`config.mk`:
```
export PLATFORM = sky130hd
export DESIGN_NAME = instr_fetch_unit
export DESIGN_NICKNAME = d
export VERILOG_FILES = /design/src/rtl/ifu_pkg.sv /design/src/rtl/ifu_fifo.sv /design/src/rtl/instr_fetch_unit.sv
export SDC_FILE = /design/constraint.sdc
export NUM_CORES = 1
export LEC_CHECK = 0
export ABC_CLOCK_PERIOD_IN_PS = 3700
export BUFFER_PORTS_ARGS = -buffer_cell sky130_fd_sc_hd__buf_4
export CAP_MARGIN = 0
export CORE_MARGIN = 4
export CORE_UTILIZATION = 55
export CTS_CLUSTER_SIZE = 14
export DETAILED_ROUTE_END_ITERATION = 10
export GPL_TIMING_DRIVEN = 0
export PLACE_DENSITY = 0.78
export SYNTH_ARGS = -nofsm -noshare
export SYNTH_HDL_FRONTEND = slang
export SYNTH_SLANG_ARGS = --single-unit
export TNS_END_PERCENT = 10
```
`constraint.sdc`:
```
create_clock -name clk_i -period 3.7 [get_ports clk_i]
set_input_delay 0.185 -clock clk_i [delete_from_list [all_inputs] [get_ports clk_i]]
set_output_delay 0.185 -clock clk_i [all_outputs]
set_load 0.01 [all_outputs]
```
`src/rtl/ifu_pkg.sv`:
```
`default_nettype none
// +--------------------------------------------------------------------------+
// | Module   : ifu_pkg                                                       |
// | Purpose  : Shared types and constants for the instruction fetch unit:    |
// |            FSM state encoding, reset PC default, bubble instruction and  |
// |            the fetch-buffer entry layout {addr, instr}.                  |
// | Revision : 1.0 - initial release                                         |
// +--------------------------------------------------------------------------+
package ifu_pkg;

  // IDLE : no request outstanding
  // WAIT : request outstanding for the current fetch path
  // DROP : request outstanding whose data belongs to a flushed path
  typedef enum logic [1:0] {
    ST_IDLE = 2'd0,
    ST_WAIT = 2'd1,
    ST_DROP = 2'd2
  } ifu_state_e;

  localparam logic [31:0] c_reset_pc_default = 32'h0000_0000;
  localparam logic [31:0] c_nop_instr        = 32'h0000_0000;

  typedef struct packed {
    logic [31:0] addr;
    logic [31:0] instr;
  } ifu_entry_t;

endpackage
`default_nettype wire

```
`src/rtl/ifu_fifo.sv`:
```
`default_nettype none
// +--------------------------------------------------------------------------+
// | Module   : ifu_fifo                                                      |
// | Purpose  : DEPTH-entry synchronous FIFO holding fetched {addr, instr}    |
// |            pairs. Flush empties it and wins over push/pop.               |
// | Ports    : clk_i, rst_i (async, active-low), flush_i, push_i, pop_i,     |
// |            push_data_i, head_o (oldest entry), count_o (occupancy).      |
// |            The caller never pushes when full or pops when empty.         |
// | Revision : 1.0 - initial release                                         |
// +--------------------------------------------------------------------------+
module ifu_fifo
  import ifu_pkg::*;
#(
  parameter int DEPTH = 2
) (
  input  logic                         clk_i,
  input  logic                         rst_i,
  input  logic                         flush_i,
  input  logic                         push_i,
  input  logic                         pop_i,
  input  ifu_entry_t                   push_data_i,
  output ifu_entry_t                   head_o,
  output logic [$clog2(DEPTH+1)-1:0]   count_o
);

  localparam int PW = $clog2(DEPTH);
  localparam int CW = $clog2(DEPTH + 1);

  ifu_entry_t    r_mem [DEPTH];
  logic [PW-1:0] r_rd_ptr;
  logic [PW-1:0] r_wr_ptr;
  logic [CW-1:0] r_count;

  // DEPTH is a power of two, so the pointers wrap naturally.
  always_ff @(posedge clk_i or negedge rst_i) begin
    if (!rst_i) begin
      r_rd_ptr <= '0;
      r_wr_ptr <= '0;
      r_count  <= '0;
      for (int i = 0; i < DEPTH; i++) begin
        r_mem[i] <= '0;
      end
    end else if (flush_i) begin
      r_rd_ptr <= '0;
      r_wr_ptr <= '0;
      r_count  <= '0;
    end else begin
      if (push_i) begin
        r_mem[r_wr_ptr] <= push_data_i;
        r_wr_ptr        <= r_wr_ptr + PW'(1);
      end
      if (pop_i) begin
        r_rd_ptr <= r_rd_ptr + PW'(1);
      end
      case ({push_i, pop_i})
        2'b10:   r_count <= r_count + CW'(1);
        2'b01:   r_count <= r_count - CW'(1);
        default: r_count <= r_count;
      endcase
    end
  end

  assign head_o  = r_mem[r_rd_ptr];
  assign count_o = r_count;

endmodule
`default_nettype wire

```
`src/rtl/instr_fetch_unit.sv`:
```
`default_nettype none
// +--------------------------------------------------------------------------+
// | Module   : instr_fetch_unit                                              |
// | Purpose  : Instruction fetch front end. Issues one word request at a     |
// |            time to a variable-latency instruction memory, buffers the    |
// |            responses and presents them in order to the IF/ID register.   |
// |            Redirects flush the buffer; an in-flight request from the old |
// |            path is drained in DROP and its data discarded.               |
// | Ports    : clk_i, rst_i (async, active-low)                              |
// |            redirect_i/redirect_pc_i        - branch/jump from decode     |
// |            imem_req_o/imem_addr_o          - memory request              |
// |            imem_ack_i/imem_data_i          - memory response             |
// |            out_valid_o/out_addr_o/out_instr_o/out_ready_i - to decode    |
// |            perf_fetch_cnt_o/perf_stall_cnt_o (IFU_PERF_CNT_EN only)      |
// | Config   : define IFU_PERF_CNT_EN to add the performance counters.       |
// | Revision : 1.0 - initial release                                         |
// +--------------------------------------------------------------------------+
module instr_fetch_unit
  import ifu_pkg::*;
#(
  parameter logic [31:0] RESET_PC  = c_reset_pc_default,
  parameter int          BUF_DEPTH = 2
) (
  input  logic        clk_i,
  input  logic        rst_i,
  input  logic        redirect_i,
  input  logic [31:0] redirect_pc_i,
  output logic        imem_req_o,
  output logic [31:0] imem_addr_o,
  input  logic        imem_ack_i,
  input  logic [31:0] imem_data_i,
  output logic        out_valid_o,
  output logic [31:0] out_addr_o,
  output logic [31:0] out_instr_o,
  input  logic        out_ready_i
`ifdef IFU_PERF_CNT_EN
  ,
  output logic [31:0] perf_fetch_cnt_o,
  output logic [31:0] perf_stall_cnt_o
`endif
);

  localparam int CW = $clog2(BUF_DEPTH + 1);

  ifu_state_e    r_state;
  ifu_state_e    w_state_nxt;
  logic [31:0]   r_pc;
  logic [31:0]   w_pc_nxt;
  logic [31:0]   r_addr;
  logic [31:0]   w_addr_nxt;
  logic [31:0]   w_redirect_pc;
  logic          w_valid;
  logic          w_push;
  logic          w_pop;
  logic [CW-1:0] w_count;
  logic [CW-1:0] w_count_after;
  ifu_entry_t    w_head;
  ifu_entry_t    w_push_data;

  assign w_redirect_pc = redirect_pc_i & 32'hFFFF_FFFC;

  // Redirect overrides both same-cycle push and pop; the FIFO is flushed.
  assign w_valid       = (w_count != '0);
  assign w_pop         = w_valid & out_ready_i & ~redirect_i;
  assign w_push        = (r_state == ST_WAIT) & imem_ack_i & ~redirect_i;
  assign w_count_after = redirect_i ? '0 : (w_count + CW'(w_push) - CW'(w_pop));

  // In WAIT the outstanding request address always equals r_pc.
  assign w_push_data = '{addr: r_pc, instr: imem_data_i};

  ifu_fifo #(
    .DEPTH (BUF_DEPTH)
  ) u_fifo (
    .clk_i       (clk_i),
    .rst_i       (rst_i),
    .flush_i     (redirect_i),
    .push_i      (w_push),
    .pop_i       (w_pop),
    .push_data_i (w_push_data),
    .head_o      (w_head),
    .count_o     (w_count)
  );

  always_ff @(posedge clk_i or negedge rst_i) begin
    if (!rst_i) begin
      r_state <= ST_IDLE;
      r_pc    <= RESET_PC;
      r_addr  <= '0;
    end else begin
      r_state <= w_state_nxt;
      r_pc    <= w_pc_nxt;
      r_addr  <= w_addr_nxt;
    end
  end

  // r_addr is only loaded when a new request is issued, so it stays stable
  // across a DROP even though r_pc moves to the redirect target.
  always_comb begin
    w_state_nxt = r_state;
    w_pc_nxt    = r_pc;
    w_addr_nxt  = r_addr;
    case (r_state)
      ST_IDLE: begin
        if (redirect_i) begin
          w_pc_nxt = w_redirect_pc;
        end
        if (w_count_after < CW'(BUF_DEPTH)) begin
          w_state_nxt = ST_WAIT;
          w_addr_nxt  = w_pc_nxt;
        end
      end
      ST_WAIT: begin
        if (imem_ack_i) begin
          w_pc_nxt = redirect_i ? w_redirect_pc : (r_pc + 32'd4);
          if (w_count_after < CW'(BUF_DEPTH)) begin
            w_state_nxt = ST_WAIT;
            w_addr_nxt  = w_pc_nxt;
          end else begin
            w_state_nxt = ST_IDLE;
          end
        end else if (redirect_i) begin
          w_state_nxt = ST_DROP;
          w_pc_nxt    = w_redirect_pc;
        end
      end
      ST_DROP: begin
        if (redirect_i) begin
          w_pc_nxt = w_redirect_pc;
        end
        // Buffer is empty here (flushed on entry, no pushes while dropping).
        if (imem_ack_i) begin
          w_state_nxt = ST_WAIT;
          w_addr_nxt  = w_pc_nxt;
        end
      end
      default: begin
        w_state_nxt = ST_IDLE;
      end
    endcase
  end

  assign imem_req_o  = (r_state != ST_IDLE);
  assign imem_addr_o = imem_req_o ? r_addr : '0;

  assign out_valid_o = w_valid;
  assign out_addr_o  = w_valid ? w_head.addr  : '0;
  assign out_instr_o = w_valid ? w_head.instr : c_nop_instr;

`ifdef IFU_PERF_CNT_EN
  logic [31:0] r_fetch_cnt;
  logic [31:0] r_stall_cnt;

  always_ff @(posedge clk_i or negedge rst_i) begin
    if (!rst_i) begin
      r_fetch_cnt <= '0;
      r_stall_cnt <= '0;
    end else begin
      if (w_push) begin
        r_fetch_cnt <= r_fetch_cnt + 32'd1;
      end
      if (w_valid && !out_ready_i) begin
        r_stall_cnt <= r_stall_cnt + 32'd1;
      end
    end
  end

  assign perf_fetch_cnt_o = r_fetch_cnt;
  assign perf_stall_cnt_o = r_stall_cnt;
`endif

endmodule
`default_nettype wire
```
==> results of run 1 <==
## stage by stage
step | utilization, % | instances | power [W] | hold slack, ns
floorplan | - | 986 | 0.00580 | -0.111
global placement | 64.0 | 1383 | 0.00700 | 0.409
detailed placement | 64.2 | 1384 | 0.00714 | 0.247
CTS | 69.3 | 1451 | 0.00908 | 0.00473
global route | 69.3 | 1451 | 0.00964 | 0.0142
finish | 69.3 | 1451 | 0.00906 | 0.0163
## area by class of cell
cell class / instances / area [sq um] / share of cell area, %
multi-input cells: 690 / 5010 / 38.6
repair buffers: 199 / 1610 / 12.4
flip-flops and latches: 198 / 4950 / 38.2
clock buffers: 17 / 425 / 3.28
well taps: 234 / 293 / 2.26
clock inverters: 15 / 184 / 1.42
plain buffers: 80 / 432 / 3.33
inverters: 18 / 67.6 / 0.521
## cell usage after synthesis, drive strengths merged (9+ instances only)
master  instances
nand4          23
and2            9
a21oi          37
o21ai          57
inv            17
nor3           12
nand3          19
clkbuf         28
nand2          57
mux2i          71
mux2          136
nor2          116
buf            52
nor2b          37
and3           10
dfrtp         198
## where the power goes
group | switching [W] | internal (W)
Combinational | 0.00184 | 0.00170
Sequential | 0.000534 | 0.00308
Clock | 0.000936 | 0.000974
## tightest hold or removal path, cell delays in order
cell and delay (ns):
sky130_fd_sc_hd__buf_4 0.09, sky130_fd_sc_hd__a22oi_1 0.06, sky130_fd_sc_hd__o31ai_1 0.07
## metal layers
metal | vias to the layer above | global-route usage, % | share of wire (%)
met3 | 76 | 3.46 | 5.2
met2 | 301 | 45.4 | 48
met1 | 4228 | 37.7 | 43
met5 | - | 0 | 0
li1 | 3946 | - | -
met4 | 0 | 11.1 | 3.3
## cells by family (layout without fill, tap and decap cells)
logic type | Yosys count | in the layout
XOR/XNOR | 14 | 14
adder cells (fa/ha/maj) | 3 | 3
multiplexers | 207 | 207
buffers and inverters | 98 | 329
AND/OR/NAND/NOR | 301 | 301
flip-flops | 198 | 198
AO/OA/AOI/OAI | 165 | 165
## worst paths after layout
kind / to / cells past startpoint / from
min in group asynchronous: r_addr[22] / 2 / rst_i
max: r_addr[8] / 12 / redirect_i
max in group asynchronous: u_fifo.count_o[1] / 3 / rst_i
max reg2reg: r_addr[8] / 10 / r_state[1]
min reg2reg: r_addr[16] / 2 / r_addr[16]
min: r_pc[4] / 3 / redirect_pc_i[4]
## flip-flops by register name, summed over array words and instances, names as in the netlist
signal	cells
u_fifo.r_mem	128
r_addr	32
r_pc	32
r_state	2
u_fifo.count_o	2
u_fifo.r_rd_ptr	1
u_fifo.r_wr_ptr	1
==> impl_results.md, run 1 <==
- Fin crit share: 83.3%
- Final total negative setup slack: 0 ns
- Commonest non-fill, non-tap cell in the layout: sky130_fd_sc_hd__dfrtp_1
- Proportion of synthesized chip area in sequential cells: 47.4%
- Critical-path cell with the highest stage delay: sky130_fd_sc_hd__buf_1
- Overflow left after global routing: 0
- Adder-cell share of the synthesized area: 0.359%
- Gate count of the mapped netlist: 986
- Setup-failing EPs final: 0
- Setup slack, reg-to-reg: 0.80 ns
- Global-route wire length before repair: 47.4 mm
- Mapped Nets: 1058
- Top cell type by total area after synthesis: sky130_fd_sc_hd__dfrtp_1
- Cell-by-cell listing of the critical path: buf_4 -> buf_2 -> buf_2 -> buf_1 -> nor2_1 -> ha_1 -> xor2_1 -> xnor2_1 -> o31a_1 -> buf_2 -> o21ai_0 -> o21ai_0
- Overall Global Routing Usage: 27.7%
- Synth Area in Compound Gates: 10.3%
- Critical setup path kind: in -> reg
- Critical path startpoint category: primary input
- Clock Sink Count: 198
- Multiplexer area fraction after synthesis: 21.4%
- Total number of vias: 8551
- Top-level port count: 167
- Max-cap check violation count: 0
- Worst-case clock skew: 0.0135 ns
- Worst path bufs/invs: 5
- Placed cell areas: 0.0120 sq mm
- Status: finished clean
- Tightest Pin Transition: 0.909 ns
- Floorplan Core Area: 0.0187 sq mm
- Diodes inserted: 0
- Total power per unit cell area: 699 mW/mm^2
- Crit path capture type: register
- Leading register cell type out of synthesis: sky130_fd_sc_hd__dfrtp_1
- Type of the tightest min-delay check: in -> reg
- Final min period: 3.08 ns
- Final cell area excluding filler cells: 0.0130 sq mm
- Largest family of logic cells by synthesized area: multiplexers
- DRC violation total after the first TritonRoute iteration: 630
- Post-CTS resize count: 0
- Share of synthesized flip-flops with an asynchronous set or reset: 100%
- Via/cell ratio: 5.89
- Core Rows: 50
- Routability congestion estimate: 0.946
- Area fraction of the dominant cell type after synthesis: 47.4%
- Die Footprint: 0.0213 sq mm
- Routed WL: 29.1 mm
- Filler cells: 1446
- Clock input transition at the sequential cells of the worst setup and hold paths: 0.08 ns
- TritonCTS Buffers: 17
- Leading cell types in the layout, fill and taps excluded: sky130_fd_sc_hd__dfrtp_1, sky130_fd_sc_hd__buf_4, sky130_fd_sc_hd__nor2_1, sky130_fd_sc_hd__mux2_1, sky130_fd_sc_hd__mux2i_1
- Die Height: 146 um
- Number of H-tree levels: 4
- Required time of the critical path: 4.05 ns
- RSZ-0062 raised after global routing: no
- Most repeated library cell on the critical path: sky130_fd_sc_hd__buf_2
- Worst IR Drop VDD: 0.365 mV
- Max_slew headroom: 38.9%
- Number of buffers on the longest clock path: 2
- Number of synthesized register bits: 198
- Top achievable clock speed: 324 MHz
- Final hold violation count: 0
- Number of global-route vias before repair: 8833
- Xor and xnor area share after synthesis: 1.17%
- Initial standard-cell utilization of the core: 55.9%
- DP Worst Slack: 0.248 ns
- TritonCTS clock tree: yes
- Dpl hpwl: 20.8 mm
- First-pass iteration count of the detailed router: 5
- Synth Area per Inst: 10.6 sq um
- Number of I/O port buffers: 163
- Layout cells sized above 1: 27.0%
- Clock latency at the later pin of the worst-skew pair: 0.44 ns
- Simple logic cell fraction of the synthesized area: 14.6%
- Count of flip-flops with a built-in enable after synthesis: 0
- Count of nets left with antenna violations after detail routing: 0
- Maximum single-stage delay on the critical path: 0.54 ns
- Lkg Pwr: 5.77 nW
- Distinct cell type count of the synthesized netlist: 70
- Yosys Warn Count: 0
- Worst EP arrival: 3.43 ns
- Die Span X: 146 um
- Pins Over Slew Limit: 0
- Buffer type at the clock tree root: sky130_fd_sc_hd__clkbuf_16
- Largest cells by area after synthesis: sky130_fd_sc_hd__dfrtp_1, sky130_fd_sc_hd__mux2_1, sky130_fd_sc_hd__mux2_2
- Initial antenna violation count: 0
- CP top delay family: buffers and inverters
- Pin count of the biggest net entering global routing: 113
- Routed wirelength normalized by instance count: 20.1 um
- Number of nets in the layout: 1276
- Post-synthesis to final-layout area growth: 24.0%
- Cell area after synthesis: 0.0105 sq mm
- Remaining routing DRC violations: 0
- Crit path max fanout: 10
- Hold Buf Count CTS: 35
- Final WS setup: 0.618 ns
- Number of setup buffers added after CTS: 0
No activity file was read; power rests on OpenSTA's default activity.
==> inputs of run 2 (changes only) <==
ABC_CLOCK_PERIOD_IN_PS = 2500   (was 3700)
CORE_UTILIZATION = 52   (was 55)
PLACE_DENSITY = 0.77   (was 0.78)
clock period = 2.5 ns   (was 3.7 ns; I/O delays follow)
==> impl_results.md, run 2 (synthesis gave the netlist of run 1 again) <==
- Status: finished clean
- Flip-flop and latch area: 0.00496 sq mm (about the same)
- Flip-flop count of the largest register after layout: 128 (unchanged)
- Global-route wire length before repair: 45.7 mm (-3.5%)
- Lkg Pwr: 5.89 nW (+2.1%)
- Final total negative setup slack: 0 ns (unchanged)
- TritonCTS clock tree: yes
- Final min period: 2.48 ns
- Leading cell types in the layout, fill and taps excluded: sky130_fd_sc_hd__dfrtp_1, sky130_fd_sc_hd__buf_4, sky130_fd_sc_hd__nor2_1, sky130_fd_sc_hd__mux2_1, sky130_fd_sc_hd__mux2i_1
- Count of nets left with antenna violations after detail routing: 0 (unchanged)
- Worst Hold Slack: 0.00648 ns (-0.00983 ns)
- Die Height: 150 um (+2.7%)
- Remaining routing DRC violations: 0 (unchanged)
- Setup-failing EPs final: 0 (unchanged)
- Die Footprint: 0.0224 sq mm (+5.5%)
- Total power per unit cell area: 1040 mW/mm^2 (+48%)
- Layout cells sized above 1: 28.6% (+1.7 points)
- Pin count of the biggest net entering global routing: 113 (unchanged)
- Clock Sink Count: 198 (unchanged)
- Setup slack, reg-to-reg: 0.02 ns (-0.78 ns)
- RSZ-0062 raised after global routing: yes
- Number of global-route vias before repair: 8674 (-1.8%)
- Register containing the most flip-flops in the final layout: u_fifo.r_mem
- Worst IR Drop VDD: 0.609 mV (+67%)
- Floorplan Core Area: 0.0197 sq mm (+5.1%)
- Filler cells: 1562 (+8.0%)
- Multi-input logic area: 0.00507 sq mm (+1.3%)
- Maximum single-stage delay on the critical path: 0.42 ns (-0.12 ns)
- Number of nets in the layout: 1292 (+1.3%)
- Top-level port count: 167 (unchanged)
- Largest regs: u_fifo.r_mem x128, r_addr x32, r_pc x32
- Number of I/O port buffers: 163 (unchanged)
- Initial antenna violation count: 0 (unchanged)
- Pins Over Slew Limit: 0 (unchanged)
- Routed wirelength normalized by instance count: 19.6 um (-2.5%)
- TritonCTS Buffers: 17 (unchanged)
- Type of the tightest min-delay check: in -> reg
- Clock latency at the later pin of the worst-skew pair: 0.44 ns (about the same)
- Dpl hpwl: 20.7 mm (about the same)
- DRC violation total after the first TritonRoute iteration: 596 (-5.4%)
- Critical path startpoint category: register
- First-pass iteration count of the detailed router: 6 (+1)
- Clock input transition at the sequential cells of the worst setup and hold paths: 0.08 ns (about the same)
- Post-synthesis to final-layout area growth: 27.1%
- Cell-by-cell listing of the critical path: buf_6 -> nor3b_4 -> nand2_2 -> ha_4 -> xor2_2 -> xnor2_2 -> o31a_1 -> buf_4 -> nand2_1 -> o311a_1
- Crit path max fanout: 7 (-3)
- Final cell area excluding filler cells: 0.0133 sq mm (+2.5%)
- Max_slew headroom: 35.0% (-3.8 points)
- Max-cap check violation count: 0 (unchanged)
- Overall Global Routing Usage: 26.0% (-1.7 points)
- Diodes inserted: 0 (unchanged)
- Final hold violation count: 0 (unchanged)
- Number of H-tree levels: 4 (unchanged)
- Worst EP arrival: 2.80 ns (-0.63 ns)
- Worst path bufs/invs: 2 (-3)
- Fin crit share: 99.0%
- Required time of the critical path: 2.82 ns (-1.23 ns)
- Via/cell ratio: 5.80 (-1.5%)
- Commonest non-fill, non-tap cell in the layout: sky130_fd_sc_hd__dfrtp_1
- Number of buffers on the longest clock path: 2 (unchanged)
- CP top delay family: compound AO/OA/AOI/OAI gates
- Total number of vias: 8694 (+1.7%)
- Routability congestion estimate: 1.01 (+6.5%)
- Core Rows: 51 (+2.0%)
- Crit path capture type: register
- Critical setup path kind: reg -> reg
- Placed cell areas: 0.0121 sq mm (+0.32%)
- Top achievable clock speed: 404 MHz
- Routed WL: 29.3 mm (+0.66%)
- Die Span X: 150 um (+2.7%)
- Initial standard-cell utilization of the core: 53.2% (-2.7 points)
- Buffer type at the clock tree root: sky130_fd_sc_hd__clkbuf_16
- Overflow left after global routing: 0 (unchanged)
- Critical-path cell with the highest stage delay: sky130_fd_sc_hd__dfrtp_1
- Worst-case clock skew: 0.0164 ns (+0.00284 ns)
- Tightest Pin Transition: 0.966 ns (+0.0570 ns)
-- run 2: final cells by class --
type / instances / area share (%)
Multi-Input combinational cell: 690 / 38.1
Sequential cell: 198 / 37.3
Timing Repair Buffer: 216 / 13.3
Buffer: 79 / 3.39
Clock buffer: 17 / 3.20
Tap cell: 265 / 2.49
Clock inverter: 15 / 1.67
Inverter: 18 / 0.508
-- run 2: path summary, 6_finish.rpt --
kind,to,depth (start not counted),startpoint
setup / recovery,r_addr[30],10,r_state[1]
hold / removal,r_pc[7],3,redirect_pc_i[7]
setup reg to reg,r_addr[30],10,r_state[1]
hold reg to reg,r_addr[16],2,r_addr[16]
max in group asynchronous,u_fifo.count_o[0],3,rst_i
min in group asynchronous,r_addr[25],2,rst_i
-- run 2: timing repair --
action	4_1_cts	5_1_grt
hold buffers	41	0
endpoints found under the hold margin	159	0
setup endpoints to repair	49	34
cloned	0	1
setup buffers	5	6
pin swaps	5	6
gates resized for setup	13	15
-- run 2: through the flow --
step | utilization, % | std cells | power, W | setup WS (ns)
after CTS | 67.1 | 1492 | 0.0137 | 0.00545
after global routing | 67.7 | 1498 | 0.0146 | -0.0383
after global placement | 61.1 | 1414 | 0.0103 | -0.870
after floorplan | - | 986 | 0.00858 | 0.0838
after detailed placement | 61.3 | 1415 | 0.0105 | -0.898
final | 67.7 | 1498 | 0.0138 | 0.0244
-- run 2: worst register-to-register path, cell delays in order, from the launching register on --
cell	delay (ns)
sky130_fd_sc_hd__dfrtp_1	0.42
sky130_fd_sc_hd__buf_6	0.16
sky130_fd_sc_hd__nor3b_4	0.23
sky130_fd_sc_hd__nand2_2	0.15
sky130_fd_sc_hd__ha_4	0.21
sky130_fd_sc_hd__xor2_2	0.16
sky130_fd_sc_hd__xnor2_2	0.30
sky130_fd_sc_hd__o31a_1	0.23
sky130_fd_sc_hd__buf_4	0.15
sky130_fd_sc_hd__nand2_1	0.05
sky130_fd_sc_hd__o311a_1	0.29
-- run 2: where the power goes --
part	internal [W]	total, W	switching, W
combinational	0.00266	0.00541	0.00275
sequential	0.00456	0.00535	0.000793
clock	0.00171	0.00300	0.00130
total	0.00893	0.0138	0.00484
-- run 2: per-layer routing --
layer	vias up	global-route usage [%]	share of wire, %
met3	65	4.97	6.2
met5	-	0	0
met2	327	42.6	49
met4	0	10.5	3.2
met1	4320	34.3	41
li1	3982	-	-
